==> src/rtl/mac_seq_pkg.sv <==
// mac_seq_pkg: shared constants, FSM state type and the 24-bit saturation helper
// for the mac_seq dot-product sequencer.
package mac_seq_pkg;

  localparam int F_W     = 12;
  localparam int ACC_W   = 24;
  localparam int RES_W   = 25;
  localparam int LEN_W   = 5;
  localparam int ENTRY_W = 2 * F_W;

  // Register byte offsets.
  localparam int CTRL_OFF   = 'h000;
  localparam int STATUS_OFF = 'h008;
  localparam int LEN_OFF    = 'h010;
  localparam int INIT_OFF   = 'h018;
  localparam int ACC_OFF    = 'h020;
  localparam int BUF_BASE   = 'h100;

  typedef enum logic [2:0] {
    S_IDLE,
    S_ISSUE,
    S_WAIT,
    S_CAPTURE,
    S_DONE
  } state_e;

  typedef struct packed {
    logic             ovf;
    logic [ACC_W-1:0] val;
  } sat_t;

  // Clamp a 25-bit signed mac result into 24 bits. The value is out of range
  // exactly when the top two bits disagree; the sign bit picks the rail.
  function automatic sat_t sat24(input logic [RES_W-1:0] x);
    sat_t r;
    r.ovf = x[RES_W-1] ^ x[RES_W-2];
    if (!r.ovf) begin
      r.val = x[ACC_W-1:0];
    end else if (x[RES_W-1]) begin
      r.val = {1'b1, {(ACC_W-1){1'b0}}};
    end else begin
      r.val = {1'b0, {(ACC_W-1){1'b1}}};
    end
    return r;
  endfunction

endpackage

==> src/rtl/mac_seq_opbuf.sv <==
// mac_seq_opbuf: DEPTH x 24-bit operand register file ({f2, f1} per entry).
// One write port from the CSR side, two combinational read ports: CSR readback
// and the sequencer's current element.
module mac_seq_opbuf
  import mac_seq_pkg::*;
#(
  parameter int DEPTH = 16,
  parameter int IDX_W = 4
) (
  input  logic               clk,
  input  logic               arst,
  input  logic               we,
  input  logic [IDX_W-1:0]   waddr,
  input  logic [ENTRY_W-1:0] wdata,
  input  logic [IDX_W-1:0]   csr_raddr,
  output logic [ENTRY_W-1:0] csr_rdata,
  input  logic [IDX_W-1:0]   seq_raddr,
  output logic [ENTRY_W-1:0] seq_rdata
);

  logic [ENTRY_W-1:0] mem_q [DEPTH];

  // Entry storage; cleared by reset so a fresh job never sees stale operands.
  always_ff @(posedge clk or posedge arst) begin
    if (arst) begin
      for (int i = 0; i < DEPTH; i++) mem_q[i] <= '0;
    end else if (we) begin
      mem_q[waddr] <= wdata;
    end
  end

  assign csr_rdata = mem_q[csr_raddr];
  assign seq_rdata = mem_q[seq_raddr];

endmodule

==> src/rtl/mac_seq.sv <==
// mac_seq: CSR-controlled sequencer streaming operand pairs through an external
// mac (result = f1*f2 + a1), feeding the saturated result back as the next a1.
// Optional build macro MAC_SEQ_IRQ_EN adds the irq output and CTRL bit2 enable.
module mac_seq
  import mac_seq_pkg::*;
#(
  parameter int DEPTH   = 16,
  parameter int MAC_LAT = 1,
  parameter int ADDR_W  = 12,
  parameter int DATA_W  = 64
) (
  input  logic              clk,
  input  logic              arst,
  input  logic [ADDR_W-1:0] addr,
  input  logic              wen,
  input  logic              ren,
  input  logic [DATA_W-1:0] wdata,
  output logic [DATA_W-1:0] rdata,
  output logic              waddr_error,
  output logic              raddr_error,
  output logic [F_W-1:0]    f1_dat,
  output logic [F_W-1:0]    f2_dat,
  output logic [ACC_W-1:0]  a1_dat,
  input  logic [RES_W-1:0]  result_dat,
  output logic              busy
`ifdef MAC_SEQ_IRQ_EN
  ,
  output logic              irq
`endif
);

  localparam int IDX_W  = (DEPTH > 1) ? $clog2(DEPTH) : 1;
  localparam int WCNT_W = 8;

  state_e              state_q, state_d;
  logic [ACC_W-1:0]    acc_q, acc_d, a1_q, a1_d, init_q;
  logic [LEN_W-1:0]    idx_q, idx_d, n_q, n_d, len_q, n_start;
  logic [WCNT_W-1:0]   wcnt_q, wcnt_d;
  logic [F_W-1:0]      f1_q, f1_d, f2_q, f2_d;
  logic                done_q, done_d, ovf_q, ovf_d;
  logic [DATA_W-1:0]   rdata_q, rd_d;
  logic                waddr_err_q, raddr_err_q, rd_err, wr_err;
  logic [ENTRY_W-1:0]  csr_entry, seq_entry;
  logic [ADDR_W-1:0]   buf_off;
  logic                hit_ctrl, hit_status, hit_len, hit_init, hit_acc, buf_hit;
  logic                idle, start_req, abort_req, buf_we, w1c;
  sat_t                cap_sat;
  logic                unused_wdata;
`ifdef MAC_SEQ_IRQ_EN
  logic                irq_en_q, irq_q;
`endif

  // Address decode; buffer entries must be 8-byte aligned and inside DEPTH.
  assign buf_off    = addr - ADDR_W'(BUF_BASE);
  assign hit_ctrl   = (addr == ADDR_W'(CTRL_OFF));
  assign hit_status = (addr == ADDR_W'(STATUS_OFF));
  assign hit_len    = (addr == ADDR_W'(LEN_OFF));
  assign hit_init   = (addr == ADDR_W'(INIT_OFF));
  assign hit_acc    = (addr == ADDR_W'(ACC_OFF));
  assign buf_hit    = (addr[2:0] == 3'b000) && (addr >= ADDR_W'(BUF_BASE)) &&
                      (buf_off < ADDR_W'(8 * DEPTH));

  assign idle      = (state_q == S_IDLE);
  // ABORT beats START in the same write; START outside IDLE is silently ignored.
  assign start_req = wen && hit_ctrl && wdata[0] && !wdata[1] && idle;
  assign abort_req = wen && hit_ctrl && wdata[1] && !idle;
  assign w1c       = wen && hit_status;
  assign buf_we    = wen && buf_hit && idle;
  // ACC is read-only, so a write there is rejected like an unmapped one.
  assign wr_err    = wen && (!(hit_ctrl || hit_status || hit_len || hit_init || buf_hit) ||
                             hit_acc || (!idle && (hit_len || hit_init || buf_hit)));
  assign n_start   = (len_q > LEN_W'(DEPTH)) ? LEN_W'(DEPTH) : len_q;
  assign cap_sat   = sat24(result_dat);
  assign unused_wdata = ^wdata[DATA_W-1:28];

  mac_seq_opbuf #(.DEPTH(DEPTH), .IDX_W(IDX_W)) u_opbuf (
    .clk       (clk),
    .arst      (arst),
    .we        (buf_we),
    .waddr     (buf_off[IDX_W+2:3]),
    .wdata     ({wdata[27:16], wdata[11:0]}),
    .csr_raddr (buf_off[IDX_W+2:3]),
    .csr_rdata (csr_entry),
    .seq_raddr (idx_q[IDX_W-1:0]),
    .seq_rdata (seq_entry)
  );

  // FSM state register.
  always_ff @(posedge clk or posedge arst) begin
    if (arst) state_q <= S_IDLE;
    else      state_q <= state_d;
  end

  // FSM next-state logic; ABORT overrides every transition.
  always_comb begin
    state_d = state_q;
    case (state_q)
      S_IDLE:    if (start_req) state_d = (n_start == '0) ? S_DONE : S_ISSUE;
      S_ISSUE:   state_d = (MAC_LAT == 1) ? S_CAPTURE : S_WAIT;
      S_WAIT:    if (wcnt_q == WCNT_W'(MAC_LAT - 2)) state_d = S_CAPTURE;
      S_CAPTURE: state_d = ((idx_q + 1'b1) < n_q) ? S_ISSUE : S_DONE;
      S_DONE:    state_d = S_IDLE;
      default:   state_d = S_IDLE;
    endcase
    if (abort_req) state_d = S_IDLE;
  end

  // FSM outputs: operand issue, accumulator capture and status flags.
  always_comb begin
    acc_d  = acc_q;
    idx_d  = idx_q;
    n_d    = n_q;
    wcnt_d = wcnt_q;
    f1_d   = f1_q;
    f2_d   = f2_q;
    a1_d   = a1_q;
    done_d = done_q & ~(w1c & wdata[1]);
    ovf_d  = ovf_q & ~(w1c & wdata[2]);
    case (state_q)
      S_IDLE: begin
        if (start_req) begin
          acc_d = init_q;
          idx_d = '0;
          n_d   = n_start;
        end
      end
      S_ISSUE: begin
        f1_d   = seq_entry[F_W-1:0];
        f2_d   = seq_entry[ENTRY_W-1:F_W];
        a1_d   = acc_q;
        wcnt_d = '0;
      end
      S_WAIT:  wcnt_d = wcnt_q + 1'b1;
      S_CAPTURE: begin
        // An aborted element does not count as completed.
        if (!abort_req) begin
          acc_d = cap_sat.val;
          idx_d = idx_q + 1'b1;
          if (cap_sat.ovf) ovf_d = 1'b1;
        end
      end
      S_DONE:  if (!abort_req) done_d = 1'b1;
      default: ;
    endcase
  end

  // Datapath and status registers.
  always_ff @(posedge clk or posedge arst) begin
    if (arst) begin
      acc_q  <= '0;
      idx_q  <= '0;
      n_q    <= '0;
      wcnt_q <= '0;
      f1_q   <= '0;
      f2_q   <= '0;
      a1_q   <= '0;
      done_q <= 1'b0;
      ovf_q  <= 1'b0;
    end else begin
      acc_q  <= acc_d;
      idx_q  <= idx_d;
      n_q    <= n_d;
      wcnt_q <= wcnt_d;
      f1_q   <= f1_d;
      f2_q   <= f2_d;
      a1_q   <= a1_d;
      done_q <= done_d;
      ovf_q  <= ovf_d;
    end
  end

  // Read mux; unmapped addresses return zero and flag an error.
  always_comb begin
    rd_d   = '0;
    rd_err = 1'b0;
    if (hit_ctrl) begin
`ifdef MAC_SEQ_IRQ_EN
      rd_d[2] = irq_en_q;
`endif
    end else if (hit_status) begin
      rd_d[2:0] = {ovf_q, done_q, busy};
    end else if (hit_len) begin
      rd_d[LEN_W-1:0] = len_q;
    end else if (hit_init) begin
      rd_d = {{(DATA_W-ACC_W){init_q[ACC_W-1]}}, init_q};
    end else if (hit_acc) begin
      rd_d = {{(DATA_W-ACC_W){acc_q[ACC_W-1]}}, acc_q};
    end else if (buf_hit) begin
      rd_d[27:16] = csr_entry[ENTRY_W-1:F_W];
      rd_d[11:0]  = csr_entry[F_W-1:0];
    end else begin
      rd_err = 1'b1;
    end
  end

  // CSR configuration registers, read data and error pulses.
  always_ff @(posedge clk or posedge arst) begin
    if (arst) begin
      len_q       <= '0;
      init_q      <= '0;
      rdata_q     <= '0;
      waddr_err_q <= 1'b0;
      raddr_err_q <= 1'b0;
    end else begin
      if (wen && hit_len && idle)  len_q  <= wdata[LEN_W-1:0];
      if (wen && hit_init && idle) init_q <= wdata[ACC_W-1:0];
      if (ren) rdata_q <= rd_d;
      waddr_err_q <= wr_err;
      raddr_err_q <= ren && rd_err;
    end
  end

`ifdef MAC_SEQ_IRQ_EN
  // Interrupt enable and level irq that follows done one cycle later.
  always_ff @(posedge clk or posedge arst) begin
    if (arst) begin
      irq_en_q <= 1'b0;
      irq_q    <= 1'b0;
    end else begin
      if (wen && hit_ctrl) irq_en_q <= wdata[2];
      irq_q <= done_q & irq_en_q;
    end
  end
  assign irq = irq_q;
`endif

  assign busy        = !idle;
  assign rdata       = rdata_q;
  assign waddr_error = waddr_err_q;
  assign raddr_error = raddr_err_q;
  assign f1_dat      = f1_q;
  assign f2_dat      = f2_q;
  assign a1_dat      = a1_q;

endmodule

==> config.mk <==
export PLATFORM = sky130hd
export DESIGN_NAME = mac_seq
export DESIGN_NICKNAME = d
export VERILOG_FILES = /design/src/rtl/mac_seq_pkg.sv /design/src/rtl/mac_seq_opbuf.sv /design/src/rtl/mac_seq.sv
export SDC_FILE = /design/constraint.sdc
export NUM_CORES = 1
export LEC_CHECK = 0
export ABC_AREA = 1
export CELL_PAD_IN_SITES_DETAIL_PLACEMENT = 1
export CELL_PAD_IN_SITES_GLOBAL_PLACEMENT = 1
export CORE_AREA = 8 8 235 327
export DETAILED_ROUTE_END_ITERATION = 10
export DIE_AREA = 0 0 243 335
export PLACE_DENSITY = 0.77
export REMOVE_ABC_BUFFERS = 1
export SKIP_CTS_REPAIR_TIMING = 1
export SYNTH_ARGS = -nofsm -noshare
export SYNTH_HDL_FRONTEND = slang
export SYNTH_SLANG_ARGS = --single-unit
==> constraint.sdc <==
create_clock -name clk -period 27.4 [get_ports clk]
set_input_delay 8.22 -clock clk [delete_from_list [all_inputs] [get_ports clk]]
set_output_delay 8.22 -clock clk [all_outputs]
set_load 0.02 [all_outputs]
==> flow_summary.yaml, run 1 <==
status:
  status: "finished, final reports clean"
critical_path:
  path_class: "input port to flop"
  path_cells: "buf_2, buf_4, inv_2, buf_4, nor2_2, inv_2, buf_4, o22ai_1, o21ai_0, nand2_1, nor2_1, nand3_1, nand3_1"
  required_ns: 27.97
  r2r_start: "idx_q[0]$_DFFE_PP0P_"
  crit_family: "buffers and inverters"
  r2r_end: "f2_dat[10]$_DFFE_PP0N_"
  crit_arrival_ns: 12.07
  cp_common_cell: "buf_4"
  cp_slowest_stage_delay_ns: 0.76
  critPathCaptureType: "flop"
  crit_buf_inv: 6
  cp-start-kind: "input port"
  r2r_cells: 8
  cp.depth: 13
  cp_max_fo: 55
  timing.reg2reg.setup_slack_ns: 23.82
  crit_slowest_cell: "buf_4"
synth:
  yosysSeqAreaShare: 0.475
  ys_ff_latch: 539
  yosysTopAreaCell: "dfrtp_1"
  synthFlopType: "dfrtp_1"
  synth_edf_count: 0
  post_synth_num_cell_types: 39
  ys.warnings.count: 0
  yosys-top-cells-count: "nand2_1 (1067), o21ai_0 (566), dfrtp_1 (539)"
  synth-async-reset-ratio: 1.00
  syn_avg_cell_area_um2: 7.39
  syn_inst: 3842
  synthTopCellsByArea: "dfrtp_1 (48%), nand2_1 (14%), o21ai_0 (10%), nor2_1 (4.5%), inv_1 (4.3%)"
  syn_area_um2: 28400
  yosysMostFrequentCell: "nand2_1"
  synth_top_area_frac: 0.475
clock_tree:
  htreeDepth: 2
  cts_buffer_depth: 3
  clk_latency_ns: 0.65
  cts_sinks: 539
  path_clk_slew_ns: 0.06
  cts_made_buffers: 57
  cts_tree: "built"
  cts-root-buf: "clkbuf_16"
worst_hold_path:
  hold_class: "flop to flop"
  min_from: "f1_dat[3]$_DFFE_PP0N_"
  min_path_cells: 2
  min_to: "f1_dat[3]$_DFFE_PP0N_"
routing:
  vias: 27200
  drt_iter0_drc: 2101
  drc: 0
  drtPass1Iterations: 5
  wl_per_cell_um: 22.9
  viasPerCell: 5.63
  drtAntennaViolNets: 0
  routed_wl_um: 110000
finish:
  nets: 3938
  synthToLayoutAreaGrowth_pct: 13.8
  layout-drive-gt1-share: 0.0530
  final_cell_area_um2: 32300
floorplanning:
  die-area_um2: 81400
  rows: 117
  die_y_um: 335
  die_width_um: 243
  io_pins: 220
  floorplan.core_area_um2: 72000
  initial_core_util: 0.394
sta:
  finalSetupTns_ns: 0
  setup_viol: 0
  fmax_mhz: 86.9
  layout_setup_ws_ns: 15.90
  finalCritPeriodShare: 0.420
  fin_crit_ns: 11.50
  slew_violations: 0
  hold_violations: 0
  worstMarginPinSlew_ns: 1.05
  rsz0062_at_grt: "no"
  clock_skew_ns: 0.0156
  max-slew-margin-rel: 0.298
power:
  peakVddDrop_uv: 51.2
  total_leakage_power_nw: 14.7
  power_w: 0.00252
  powerDensity_nw_per_um2: 78.0
grt:
  grt_use_total: 0.266
  antenna_found_initial: 3
  grt-ovfl-total: 0
  grt_max_degree: 145
  grt_pass1_wl_um: 169000
  grt_pass1_vias: 28200
placement:
  placed_cell_area_um2: 30400
  placement.io_buffers: 183
  hpwl_um: 64100
  gp_congestion: 0.826
  pre_cts_slack_ns: 15.36
job:
  cap_violations: 0
-- area by class of cell --
cell class	instances	area, µm²
Tap cell	952	1190
Timing Repair Buffer	240	2270
Clock inverter	14	226
Multi-Input combinational cell	2650	12100
Clock buffer	86	1710
Inverter	337	1280
Fill cell	9010	39700
Antenna cell	2	5.00
Sequential cell	539	13500
-- how the worst max path moves through the flow --
stage / start / slack, ns / endpoint
floorplan: arst / 4.11 / a1_dat[0]$_DFFE_PP0N_
global placement: addr[3] / 15.38 / rdata[24]$_DFFE_PP0P_
detailed placement: addr[3] / 15.36 / rdata[24]$_DFFE_PP0P_
CTS: addr[3] / 15.99 / rdata[24]$_DFFE_PP0P_
global route: addr[3] / 15.84 / rdata[24]$_DFFE_PP0P_
finish: addr[3] / 15.90 / rdata[24]$_DFFE_PP0P_
-- power breakdown --
group | internal [W] | switching [W] | total (W)
Combinational | 0.000244 | 0.000536 | 0.000780
Sequential | 0.000855 | 0.0000613 | 0.000917
Clock | 0.000483 | 0.000340 | 0.000822
Total | 0.00158 | 0.000937 | 0.00252
-- tightest hold or removal path, cell delays in order (launching register included) --
cell     delay [ns]
dfrtp_1        0.34
nand2_1        0.05
nand2_1        0.05
-- placed cells by master (no fill, tap or decap), types with 43 or more instances in the layout --
| cell | n |
|---|---|
| inv_1 | 322 |
| dfrtp_1 | 536 |
| buf_4 | 56 |
| o21ai_1 | 175 |
| nor2_1 | 334 |
| nand2_1 | 1065 |
| clkbuf_16 | 59 |
| o211ai_1 | 43 |
| nand3_1 | 45 |
| o22ai_1 | 103 |
| o21ai_0 | 566 |
| clkdlybuf4s50_1 | 182 |
| a21oi_1 | 219 |
-- state kept, by name (all words and copies together), names as in the netlist --
signal and flops:
ovf_q 1, u_opbuf.mem_q 384, len_q 5, done_q 1, state_q 3, n_q 5, f2_dat 12, raddr_error 1
wcnt_q 8, idx_q 5, a1_dat 24, init_q 24, waddr_error 1, f1_dat 12, rdata 29, acc_q 24
-- cell families after synthesis --
kind of cell    after synthesis  synth area share
fa+ha+maj                     8           0.00353
xor+xnor                      3          0.000926
flops                       539             0.475
simple gates               1507             0.208
buf+inv                     653             0.102
compound gates             1132             0.210
-- layer usage --
metal | share of wire | vias to the layer above | track usage
li1 | - | 12400 | -
met4 | 0.051 | 0 | 0.125
met3 | 0.060 | 266 | 0.0402
met1 | 0.41 | 13600 | 0.329
met5 | 0 | - | 0
met2 | 0.48 | 887 | 0.454
-- metrics by stage --
| stage | std cells | hold slack (ns) | util |
|---|---|---|---|
| floorplan | 3526 | 0.453 | - |
| global placement | 4718 | 0.464 | 0.422 |
| detailed placement | 4718 | 0.464 | 0.422 |
| CTS | 4818 | 0.481 | 0.448 |
| global route | 4819 | 0.500 | 0.448 |
| finish | 4820 | 0.476 | 0.448 |
Power figures use the tool's default switching activity.
==> run 2: changes to the inputs <==
==> constraint.sdc (replaced) <==
create_clock -name clk -period 11.01 [get_ports clk]
set_input_delay 3.303 -clock clk [delete_from_list [all_inputs] [get_ports clk]]
set_output_delay 3.303 -clock clk [all_outputs]
set_load 0.02 [all_outputs]
==> flow_summary.yaml, run 2 (synthesized netlist as in run 1, its figures left out) <==
floorplanning:
  floorplan.core_area_um2: 72000
  io_pins: 220
  rows: 117
  die_y_um: 335
  die_width_um: 243
  die-area_um2: 81400
  initial_core_util: 0.394
clock_tree:
  cts_made_buffers: 55
  cts_sinks: 539
  clk_latency_ns: 0.64
  cts_buffer_depth: 3
  path_clk_slew_ns: 0.06
  htreeDepth: 2
  cts-root-buf: "clkbuf_16"
  cts_tree: "built"
routing:
  viasPerCell: 5.64
  routed_wl_um: 111000
  drc: 0
  drt-met1-wl_um: 45400
  highest-signal-layer: "met5"
  wl_met3_um: 6880
  drtPass1Iterations: 6
  wl_met2_um: 53400
  wl_per_cell_um: 23.1
  drt_iter0_drc: 2159
  vias: 27200
  drtAntennaViolNets: 0
grt:
  grt_use_total: 0.267
  grt-ovfl-total: 0
  grt_pass1_wl_um: 170000
  grt_pass1_vias: 28100
  antenna_found_initial: 2
  grt_max_degree: 171
sta:
  hold_violations: 0
  worstMarginPinSlew_ns: 1.25
  clock_skew_ns: 0.0168
  finalCritPeriodShare: 0.575
  rsz0062_at_grt: "no"
  finalSetupTns_ns: 0
  fin_crit_ns: 6.33
  layout_setup_ws_ns: 4.68
  setup_viol: 0
  fmax_mhz: 158
  max-slew-margin-rel: 0.159
  slew_violations: 0
finish:
  multi_input_area_um2: 12100
  final_cell_mix: "nand2_1 (1065), o21ai_0 (566), dfrtp_1 (536), nor2_1 (334), inv_1 (322)"
  top_register: "u_opbuf.mem_q"
  register_area_um2: 13500
  final_common_cell: "nand2_1"
  nFillCells: 8972
  largest_register_ffs: 384
  layout-drive-gt1-share: 0.0538
  nets: 3931
  synthToLayoutAreaGrowth_pct: 14.0
critical_path:
  cp-startpoint: "addr[1]"
  cp_max_fo: 26
  path_cells: "clkdlybuf4s50_1, nor2_1, nand2_1, inv_1, nand3_2, nor3_4, nand3_2, buf_4, nand2_1, o21ai_1"
  critPathCaptureType: "flop"
  required_ns: 11.50
  cp.depth: 10
  r2r_end: "f1_dat[10]$_DFFE_PP0N_"
  cp-start-kind: "input port"
  crit_arrival_ns: 6.81
  crit_family: "simple AND/OR/NAND/NOR gates"
  timing.reg2reg.setup_slack_ns: 6.99
  crit_end: "u_opbuf.mem_q[96]$_DFFE_PP0P_"
  cp_slowest_stage_delay_ns: 0.88
  r2r_cells: 6
  crit_buf_inv: 3
  r2r_start: "idx_q[1]$_DFFE_PP0P_"
  crit_slowest_cell: "nor3_4"
  path_class: "input port to flop"
power:
  powerDensity_nw_per_um2: 196
  peakVddDrop_uv: 171
  total_leakage_power_nw: 14.7
placement:
  hpwl_um: 63800
  pre_cts_slack_ns: 4.10
  placement.io_buffers: 183
  gp_congestion: 0.821
status:
  status: "finished, final reports clean"
worst_hold_path:
  hold_class: "flop to flop"
job:
  cap_violations: 0
[run 2: changes by cell type in the layout (fill, tap and decap cells not counted), sizes merged]
cell | previous run | this run
clkbuf | 86 | 78
clkinv | 10 | 16
buf | 58 | 53
bufinv | 6 | 10
clkinvlp | 1 | 3
inv | 334 | 333
[run 2: where the power goes]
part / leakage (nW) / switching [W] / internal, W / total (W)
clock network: 0.988 / 0.000858 / 0.00126 / 0.00212
registers: 7.23 / 0.000161 / 0.00213 / 0.00229
logic: 6.51 / 0.00134 / 0.000607 / 0.00195
[run 2: worst reg2reg max path: cells and delay by family, from the launching register on]
| family | cells | cell delay, ns |
|---|---|---|
| AOI/OAI and AO/OA | 2 | 0.91 |
| buffers and inverters | 2 | 1.78 |
| DFF | 1 | 0.94 |
| and+or+nand+nor | 2 | 0.24 |
[run 2: stage by stage]
stage	area, µm²	util	power, W	instances	hold slack, ns
after global placement	30300	0.421	0.00420	4713	0.462
after detailed placement	30300	0.421	0.00424	4713	0.465
after CTS	32400	0.449	0.00637	4816	0.483
final	32400	0.449	0.00636	4818	0.478
after floorplan	26800	-	0.00344	3526	0.453
after global routing	32400	0.449	0.00664	4817	0.504
[run 2: final cells by class]
class	count	share of cell area
diodes	2	0.000155
clock buffers	78	0.0502
clock inverters	25	0.0118
inverters	337	0.0395
multi-input cells	2650	0.375
flip-flops and latches	539	0.417
well taps	952	0.0368
repair buffers	235	0.0693
[run 2: metal layers]
metal	vias up	global-route usage
li1	12400	-
met1	13600	0.332
met2	892	0.455
met3	272	0.0423
met4	2	0.121
met5	-	0
[run 2: worst min-delay path by stage]
stage,startpoint,to,slack (ns),cells past startpoint
floorplan,len_q[0]$_DFFE_PP0P_,len_q[0]$_DFFE_PP0P_,0.45,2
global placement,f1_dat[8]$_DFFE_PP0N_,f1_dat[8]$_DFFE_PP0N_,0.46,2
detailed placement,f1_dat[11]$_DFFE_PP0N_,f1_dat[11]$_DFFE_PP0N_,0.47,2
CTS,f1_dat[11]$_DFFE_PP0N_,f1_dat[11]$_DFFE_PP0N_,0.48,2
global route,f1_dat[8]$_DFFE_PP0N_,f1_dat[8]$_DFFE_PP0N_,0.50,2
finish,f1_dat[11]$_DFFE_PP0N_,f1_dat[11]$_DFFE_PP0N_,0.48,2
==> run 3: changes to the inputs <==
==> constraint.sdc (replaced) <==
create_clock -name clk -period 6.6 [get_ports clk]
set_input_delay 1.98 -clock clk [delete_from_list [all_inputs] [get_ports clk]]
set_output_delay 1.98 -clock clk [all_outputs]
set_load 0.02 [all_outputs]
==> flow_summary.yaml, run 3 (synthesized netlist as in run 1, its figures left out) <==
clock_tree:
  cts_buffer_depth: 3
  clk_latency_ns: 0.63
  cts-root-buf: "clkbuf_16"
  htreeDepth: 2
  cts_tree: "built"
  cts_made_buffers: 56
  cts_sinks: 539
  path_clk_slew_ns: 0.06
floorplanning:
  initial_core_util: 0.394
  die_width_um: 243
  die-area_um2: 81400
  floorplan.core_area_um2: 72000
  io_pins: 220
  die_y_um: 335
  rows: 117
critical_path:
  cp_slowest_stage_delay_ns: 1.13
  critPathCaptureType: "flop"
  crit_buf_inv: 5
  cp_max_fo: 36
  crit_family: "buffers and inverters"
  required_ns: 7.12
  crit_arrival_ns: 5.56
  cp_common_cell: "buf_4"
  path_cells: "clkdlybuf4s50_1, buf_4, nand3_1, inv_2, nand4_1, nor3_2, buf_4, nor2_1, a21oi_1, inv_1"
  path_class: "input port to flop"
  timing.reg2reg.setup_slack_ns: 3.23
  cp-start-kind: "input port"
  crit_slowest_cell: "clkdlybuf4s50_1"
sta:
  fin_crit_ns: 5.05
  finalSetupTns_ns: 0
  hold_violations: 0
  clock_skew_ns: 0.0157
  worstMarginPinSlew_ns: 1.06
  slew_violations: 0
  setup_viol: 0
  finalCritPeriodShare: 0.765
  max-slew-margin-rel: 0.291
  fmax_mhz: 198
  rsz0062_at_grt: "no"
finish:
  finalNonFillerCells: 4841
  nFillCells: 8985
  layout-drive-gt1-share: 0.0581
  top_register: "u_opbuf.mem_q"
  final_common_cell: "nand2_1"
  largest_register_ffs: 384
  synthToLayoutAreaGrowth_pct: 14.6
  nets: 3956
  final_cell_mix: "nand2_1 (1065), o21ai_0 (566), dfrtp_1 (536), nor2_1 (334), inv_1 (322)"
power:
  pwr-share-seq: 0.362
  switching_share: 0.374
  intPower_w: 0.00660
  powerDensity_nw_per_um2: 324
  clkPwrFrac: 0.327
  total_leakage_power_nw: 14.8
  peakVddDrop_uv: 215
  p_switching_w: 0.00394
  pwr-share-comb: 0.310
placement:
  dp.cells: 4737
  gp_congestion: 0.844
  placement.io_buffers: 183
  hpwl_um: 67400
routing:
  routed_wl_um: 110000
  vias: 27200
  wl_per_cell_um: 22.8
  viasPerCell: 5.61
  drc: 0
  drtAntennaViolNets: 0
  drtPass1Iterations: 7
  drt_iter0_drc: 2040
status:
  status: "finished, final reports clean"
worst_hold_path:
  hold_class: "flop to flop"
grt:
  grt_use_total: 0.266
  grt_pass1_vias: 28100
  grt-ovfl-total: 0
  grt_max_degree: 102
  grt_pass1_wl_um: 169000
  antenna_found_initial: 1
job:
  cap_violations: 0
-- run 3: worst paths after layout --
kind	cells past startpoint	start	endpoint
max	10	addr[4]	init_q[10]$_DFFE_PP0P_
min	2	f1_dat[10]$_DFFE_PP0N_	f1_dat[10]$_DFFE_PP0N_
max reg2reg	9	idx_q[1]$_DFFE_PP0P_	f1_dat[7]$_DFFE_PP0N_
min reg2reg	2	f1_dat[10]$_DFFE_PP0N_	f1_dat[10]$_DFFE_PP0N_
max in group asynchronous	3	arst	idx_q[0]$_DFFE_PP0P_
min in group asynchronous	2	arst	f2_dat[5]$_DFFE_PP0N_
-- run 3: routing by layer --
metal / share of wire / global-route usage
met4: 0.044 / 0.113
met3: 0.056 / 0.0367
met2: 0.49 / 0.465
met5: 0 / 0
met1: 0.41 / 0.327
-- run 3: per-stage QoR --
stage / setup WS [ns] / utilization / instance area, µm² / power (W) / hold WS, ns
floorplan: -10.45 / - / 26800 / 0.00574 / 0.453
global placement: 1.10 / 0.425 / 30600 / 0.00703 / 0.462
detailed placement: 0.942 / 0.425 / 30600 / 0.00710 / 0.465
CTS: 1.63 / 0.452 / 32500 / 0.0106 / 0.484
finish: 1.55 / 0.452 / 32500 / 0.0105 / 0.481
global route: 1.50 / 0.452 / 32500 / 0.0110 / 0.505
-- run 3: power groups by stage --
stage	combinational [W]	sequential (W)	clock [W]
3_3_place_gp	0.00317	0.00386	0
4_1_cts	0.00325	0.00382	0.00350
6_report	0.00327	0.00382	0.00345
5_1_grt	0.00357	0.00385	0.00360
2_1_floorplan	0.00169	0.00405	0
3_5_place_dp	0.00323	0.00387	0
-- run 3: tightest hold or removal path, stage by stage, from the launching register on --
cell	delay [ns]
dfrtp_1	0.34
nand2_1	0.05
nand2_1	0.05
-- run 3: area by class of cell --
class	count	area, µm²	share of cell area
Clock buffer	83	1640	0.0505
Tap cell	952	1190	0.0366
Inverter	337	1280	0.0393
Clock inverter	19	303	0.00931
Sequential cell	539	13500	0.415
Timing Repair Buffer	259	2510	0.0771
Antenna cell	2	5.00	0.000154
Multi-Input combinational cell	2650	12100	0.372
